File: src/rtl/vector_pkg.sv
// Shared sizing constants and FSM state type for the vector memory sequencer.
package vector_pkg;
  localparam int N      = 20;
  localparam int LANES  = 8;
  localparam int LANE_W = (LANES > 1) ? $clog2(LANES) : 1;

  typedef enum logic [1:0] {
    IDLE   = 2'd0,
    ACCESS = 2'd1,
    DONE   = 2'd2
  } state_t;
endpackage

File: src/rtl/lane_counter.sv
// Lane index for the serialized vector access; saturates at the last lane.
module lane_counter #(
  parameter int LANES = vector_pkg::LANES,
  parameter int W     = vector_pkg::LANE_W
) (
  input  logic         clk,
  input  logic         rst_n,
  input  logic         clear,
  input  logic         inc,
  output logic [W-1:0] lane,
  output logic         last
);
  localparam logic [W-1:0] LAST_IDX = W'(LANES - 1);

  assign last = (lane == LAST_IDX);

  // Holding at the last lane keeps the final address on the bus until DONE.
  always_ff @(posedge clk or negedge rst_n) begin
    if (!rst_n)              lane <= '0;
    else if (clear)          lane <= '0;
    else if (inc && !last)   lane <= lane + W'(1);
  end
endmodule

File: src/rtl/vector_mem_sequencer.sv
// Serializes a vector load/store into one scalar memory access per lane,
// stalling the pipeline until every lane has been acknowledged.
module vector_mem_sequencer #(
  parameter int N     = vector_pkg::N,
  parameter int LANES = vector_pkg::LANES
) (
  input  logic                    CLK,
  input  logic                    RST,
  input  logic                    MemWriteM,
  input  logic                    MemtoRegM,
  input  logic [LANES-1:0][N-1:0] ALUResultM,
  input  logic [LANES-1:0][N-1:0] writeDataM,
  output logic                    mem_req,
  output logic                    mem_we,
  output logic [N-1:0]            mem_addr,
  output logic [N-1:0]            mem_wdata,
  input  logic                    mem_ack,
  input  logic [N-1:0]            mem_rdata,
  output logic [LANES-1:0][N-1:0] RDM,
  output logic                    StallM,
  output logic                    DoneM
);
  import vector_pkg::*;

  localparam int LIDX_W = (LANES > 1) ? $clog2(LANES) : 1;

  state_t                  state, state_nxt;
  logic [LANES-1:0][N-1:0] addr_q, data_q;
  logic                    we_q;
  logic [LIDX_W-1:0]       lane;
  logic                    last;
  logic                    start, in_access, ack_acc;

  // DONE does not look at the pipeline inputs, so the finished op is not re-issued.
  assign start     = (state == IDLE) && (MemWriteM || MemtoRegM);
  assign in_access = (state == ACCESS);
  assign ack_acc   = in_access && mem_ack;

  lane_counter #(
    .LANES (LANES),
    .W     (LIDX_W)
  ) u_lane (
    .clk   (CLK),
    .rst_n (RST),
    .clear (start),
    .inc   (ack_acc),
    .lane  (lane),
    .last  (last)
  );

  always_comb begin
    state_nxt = state;
    unique case (state)
      IDLE:    if (start) state_nxt = ACCESS;
      ACCESS:  if (mem_ack && last) state_nxt = DONE;
      DONE:    state_nxt = IDLE;
      default: state_nxt = IDLE;
    endcase
  end

  always_ff @(posedge CLK or negedge RST) begin
    if (!RST) state <= IDLE;
    else      state <= state_nxt;
  end

  // Store wins when both op flags are raised together.
  always_ff @(posedge CLK or negedge RST) begin
    if (!RST) begin
      addr_q <= '0;
      data_q <= '0;
      we_q   <= 1'b0;
      RDM    <= '0;
    end else begin
      if (start) begin
        addr_q <= ALUResultM;
        data_q <= writeDataM;
        we_q   <= MemWriteM;
      end
      if (ack_acc && !we_q) RDM[lane] <= mem_rdata;
    end
  end

  // Outputs are gated by reset so an in-flight request drops without waiting for an edge.
  assign mem_req   = RST && in_access;
  assign mem_we    = mem_req && we_q;
  assign mem_addr  = in_access ? addr_q[lane] : '0;
  assign mem_wdata = (in_access && we_q) ? data_q[lane] : '0;
  assign StallM    = RST && (start || in_access);
  assign DoneM     = RST && (state == DONE);
endmodule
File: config.mk
export PLATFORM = sky130hd
export DESIGN_NAME = vector_mem_sequencer
export DESIGN_NICKNAME = d
export VERILOG_FILES = /design/src/rtl/vector_pkg.sv /design/src/rtl/lane_counter.sv /design/src/rtl/vector_mem_sequencer.sv
export SDC_FILE = /design/constraint.sdc
export NUM_CORES = 1
export LEC_CHECK = 0
export ABC_AREA = 1
export CORE_AREA = 2 2 215 217
export CTS_BUF_LIST = sky130_fd_sc_hd__clkbuf_8
export CTS_CLUSTER_DIAMETER = 100
export CTS_CLUSTER_SIZE = 8
export DETAILED_ROUTE_END_ITERATION = 10
export DIE_AREA = 0 0 217 219
export PLACE_DENSITY = 0.79
export SYNTH_ARGS = -nofsm -noshare
export SYNTH_HDL_FRONTEND = slang
export SYNTH_SLANG_ARGS = --single-unit
File: constraint.sdc
create_clock -name CLK -period 2.4 [get_ports CLK]
set_clock_uncertainty 0.15 [all_clocks]
set_input_delay 0.6 -clock CLK [delete_from_list [all_inputs] [get_ports CLK]]
set_output_delay 0.6 -clock CLK [all_outputs]
set_load 0.01 [all_outputs]
# --- Word-level counts from Yosys, hierarchy flattened ---
# Cells that the tools add are included.
totals:
  regBits: 486
  latch_bits: 0
  ramBits: 0
  mem_bits_ro: 0
  input_bits: 345
  out_inout_bits: 204
  elab_cells: 67
  n_memories: 0
classes:
  addsub: 1
  n_mul: 0
  div_mod_pow: 0
  n_lt_le_gt_ge: 2
  eq_ne: 5
  n_shift: 0
  muxes: 14
  n_bitwise: 0
  reduce_logical: 18
ops:
  columns: ["operator", "n"]
  rows:
  - ["$bwmux W160", 1]
  - ["$bmux W20 S3", 2]
  - ["$mux W20", 5]
  - ["$demux W20 S3", 1]
  - ["$logic_and A1 B1 Y1", 11]
  - ["$mux W3", 2]
  - ["$lt A3 B4 Y1 const B", 1]
  - ["$mux W2", 2]
  - ["$pmux W2 S2", 1]
  - ["$add A3 B1 Y3 const B", 1]
  - ["$eq A3 B3 Y1 const B", 1]
  - ["$ge A3 B1 Y1 const B", 1]
  - ["$eq A2 B1 Y1 const B", 1]
  - ["$eq A2 B2 Y1 const B", 1]
  - ["$logic_not A1 Y1", 2]
  - ["$logic_not A2 Y1", 1]
  - ["$logic_or A1 B1 Y1", 2]
  - ["$ne A2 B1 Y1 const B", 1]
  - ["$ne A2 B2 Y1 const B", 1]
  - ["$reduce_and A2 Y1", 1]
  - ["$reduce_bool A2 Y1", 1]

# --- Logic depth before layout (Yosys ltp) ---
depth:
  ltp_word: 5
  mapped_depth: 9
  depth_no_buf: 7

# --- By module ---
# From an unflattened synthesis, not the netlist that was laid out.
hier_totals:
  cells_unflattened: 2845
  area_unflattened_um2: 21456.8
modules_own_cells:
  columns: ["module", "instances", "cells_each", "area_per_inst_um2", "seq_area_each_um2"]
  rows:
  - ["vector_mem_sequencer", 1, 2825, 21281.7, 12086.6]
  - ["lane_counter", 1, 20, 175.2, 75.1]

# --- Least setup slack after synthesis ---
# Ideal clock, no wire load.
synth_timing:
  path_type: "in2out"
  from: "in MemtoRegM"
  to: "out StallM"
  arrival_time_ps: 1427
  required_ps: 1650
  path_slack_ps: 223
  path_stages: 5
  n_path_buf: 1
  path_cell_list: "nor2_1 nor2_2 inv_2 clkbuf_1 a21oi_1"
synth_via:
  elab_chain_cells: 4
synth_rtl:
  columns: ["item", "line_no", "source"]
  rows:
  - ["from (decl)", "vector_mem_sequencer.sv:10", "input logic MemtoRegM,"]
  - ["$logic_or A1 B1 Y1", "vector_mem_sequencer.sv:35", "assign start = (state == IDLE) && (MemWriteM || MemtoRegM);"]
  - ["$logic_and A1 B1 Y1", "vector_mem_sequencer.sv:35", null]
  - ["$logic_or A1 B1 Y1", "vector_mem_sequencer.sv:88", "assign StallM = RST && (start || in_access);"]
  - ["$logic_and A1 B1 Y1", "vector_mem_sequencer.sv:88", null]
  - ["to (decl)", "vector_mem_sequencer.sv:20", "output logic StallM,"]
# No other way between the ends.

# --- Worst setup path in the final report ---
layout_timing:
  from: "reg u_lane.lane[0]"
  to: "out mem_wdata[8]"
layout_via:
  elab_chain_cells: 3
layout_rtl:
  columns: ["item", "line_no", "source"]
  rows:
  - ["from (decl)", "lane_counter.sv:10", "output logic [W-1:0] lane,"]
  - ["from (signal assigned)", "lane_counter.sv:21", "else if (inc && !last) lane <= lane + W'(1);"]
  - ["$bmux W20 S3", "vector_mem_sequencer.sv:87", "assign mem_wdata = (in_access && we_q) ? data_q[lane] : '0;"]
  - ["$mux W20 (not written as such)", "vector_mem_sequencer.sv:87", null]
  - ["$mux W20", "vector_mem_sequencer.sv:87", null]
  - ["to (decl)", "vector_mem_sequencer.sv:16", "output logic [N-1:0] mem_wdata,"]
# No other way between the ends. The select of a mux whose other input is x is not followed.

==> results_dict.tcl <==
set metrics [dict create \
    status "finished with violations" \
    violations "setup timing" \
    htreeDepth 3 \
    synth_top_area_share 0.568 \
    relSlewSlack 0.231 \
    num_rows 78 \
    cp_max_fo 8 \
    tritoncts "built" \
    worst-path-buf-inv 4 \
    layout.nets 3751 \
    layout_common_cells "nand2_1 (1791), clkdlybuf4s50_1 (494), dfrtp_1 (483)" \
    crit_slowest_cell "dfrtp_4" \
    yosysWarningCount 0 \
    critPathCaptureType "output port" \
    p_sw_mw 17.1 \
    p_clk_frac 0.143 \
    vias_per_cell 5.25 \
    die-area_um2 47500 \
    place.detailed.hpwl_um 51700 \
    core_um2 45100 \
    top_layer "met5" \
    grt_pass1_wl_um 114000 \
    cpMostUsedCell "nand2_1" \
    r2r_end "data_q[106]" \
    wl_per_cell_um 18.9 \
    worstPathCellList "buf_12 -> buf_12 -> buf_16 -> nand2_1 -> nand2_1 -> nand2_1 -> nand2_1 -> nand2_1 -> a21oi_2 -> buf_2" \
    regArea_um2 12200 \
    p_leak_nw 15.6 \
    final_common_cell "nand2_1" \
    route.met2.wl_um 35900 \
    pwr_density_cell_nw_per_um2 1340 \
    min_from "addr_q[5]" \
    drive_gt1_frac 0.119 \
    start_util 0.475 \
    routabilityCongestion 0.973 \
    fill_cells 3637 \
    antenna_found_initial 13 \
    die_y_um 219 \
    routed_wl_um 76100 \
    clk-insertion-delay-late_ns 0.65 \
    cpLargestDelayFamily "flip-flops" \
    cp_num_cells 10 \
    synthesis.nets 3186 \
    vdd_ir_drop_max_uv 669 \
    grt_max_degree 180 \
    track_usage 0.312 \
    ctsLongestPathBuffers 3 \
    cts_inserted_buffers 70 \
    syn_to_final_growth_pct 41.3 \
    pwr-share-comb 0.506 \
    dr.pass1.iters 6 \
    swShare 0.420 \
    hold_end "addr_q[5]" \
    port_buffers 548 \
    worst_slack_ns -0.695 \
    synth.ff_latch_count 486 \
    synth_area_leader_cell "dfrtp_1" \
    finalMaxSlewViolations 0 \
    hold_path_depth 2 \
    cpPeakStageDelay_ns 0.55 \
    cp.required_ns 1.65 \
    timing.fmax_ghz 0.323 \
    setup_viol 42 \
    ant_nets 0 \
    synth_cell_types 18 \
    finalSetupTns_ns -24.83 \
    multi_input_area_um2 8990 \
    met1_length_um 29200 \
    start_kind "flop" \
    ys_seq_area_frac 0.568 \
    drc 0 \
    hold_path_class "flop to flop" \
    syn_area_per_cell_um2 7.54 \
    io_pins 549 \
    clk_pin_slew_ns 0.07 \
    arrival_ns 2.34 \
    min_period_over_period 1.29 \
    reg2reg_depth 9 \
    synth_area_leaders "dfrtp_1 (57%), nand2_1 (33%), o21ai_0 (3.8%), buf_2 (1.8%), clkbuf_1 (1.2%)" \
    min_period_ns 3.09 \
    critPathKind "flop to output port" \
    drv_cap 0 \
    finalPower_mw 40.7 \
    rr_startpoint "state[1]" \
    startpoint "u_lane.lane[0]" \
    grt_pass1_vias 20600 \
    reg2reg_slack_ns 0.16 \
    vias 21100 \
    timing.final.hold_violations 0 \
    cts_root_buf "clkbuf_8" \
    p_int_mw 23.6 \
    tightest_slew_ns 1.15 \
    synth_cells 2839 \
    drt_iter0_drc 2253 \
    cts.sinks 486 \
    syn_area_um2 21400 \
    rsz0062_at_grt "yes" \
    overflow 0 \
    power_frac_seq 0.352 \
    wl_met3_um 6700 \
    fp.dieW_um 217 \
]
## Yosys cell counts
library cell and n:
nor2_1 8, buf_1 22, o21ai_0 163, nor3_4 1
inv_1 31, dfrtp_1 486, nand3_1 12, nor3_1 5
inv_2 3, nand4_1 3, ha_1 2, clkbuf_1 69
nor2_2 1, nand2_1 1910, nand2_2 1, buf_2 77
o21ai_1 4, a21oi_1 41
## final cells by class
cell class | instances | share of cell area
multi-input cells | 2151 | 0.297
diodes | 15 | 0.00124
clock buffers | 75 | 0.0341
repair inverters | 1 | 0.000372
repair buffers | 660 | 0.234
clock inverters | 5 | 0.00103
flip-flops and latches | 486 | 0.402
well taps | 600 | 0.0248
inverters | 34 | 0.00500
## worst register-to-register path, stage by stage, from the launching register on
cell	delay, ns
dfrtp_1	0.38
inv_2	0.08
buf_4	0.12
nand2_4	0.07
nor2_4	0.16
buf_4	0.15
buf_8	0.36
buf_12	0.42
nand2_1	0.21
nand2_1	0.09
## worst max-delay path by stage
stage / endpoint / slack (ns)
2_1_floorplan: StallM / 0.22
3_3_place_gp: data_q[86] / -0.50
3_5_place_dp: data_q[106] / -0.54
4_1_cts: mem_addr[13] / -0.81
5_1_grt: mem_wdata[16] / -0.80
6_report: mem_wdata[8] / -0.69
## what timing repair did
item,in CTS,in global routing
cloned,10,13
buffers inserted,9,8
endpoints found under the setup margin,53,44
pin swaps,10,92
hold buffers,1,0
endpoints found under the hold margin,30,0
resized for setup,264,170
## power by group through the flow
| stage | clock (mW) | sequential (mW) | combinational, mW |
|---|---|---|---|
| global route | 6.23 | 14.7 | 22.5 |
| global placement | 0 | 14.0 | 17.6 |
| floorplan | 0 | 14.2 | 9.28 |
| finish | 5.80 | 14.3 | 20.6 |
| detailed placement | 0 | 14.2 | 18.1 |
| CTS | 5.90 | 14.1 | 19.0 |
## registers in the layout, summed over array words and instances, names as in the netlist
register and flops:
addr_q 160, we_q 1, u_lane.lane 3, RDM 160
state 2, data_q 160
## per-stage QoR
stage | instance area, µm² | util | hold slack, ns | setup WS [ns] | instances
finish | 30300 | 0.671 | 0.319 | -0.695 | 4027
global route | 30200 | 0.671 | 0.318 | -0.801 | 4022
CTS | 29500 | 0.654 | 0.277 | -0.806 | 3994
detailed placement | 28000 | 0.620 | 0.308 | -0.537 | 3894
global placement | 28000 | 0.620 | 0.303 | -0.503 | 3894
floorplan | 21400 | - | 0.154 | 0.223 | 2839
## cell families after synthesis
family,Yosys count,share of synthesized area
flip-flops,486,0.568
adder cells (fa/ha/maj),2,0.00117
buffers and inverters,202,0.0399
AO/OA/AOI/OAI,208,0.0486
AND/OR/NAND/NOR,1941,0.342
## metal layers
| metal | vias to the layer above | GRT usage |
|---|---|---|
| met4 | 2 | 0.179 |
| met3 | 224 | 0.0664 |
| li1 | 9758 | - |
| met2 | 1134 | 0.501 |
| met1 | 10000 | 0.394 |
| met5 | - | 0 |
Power figures use the tool's default switching activity.
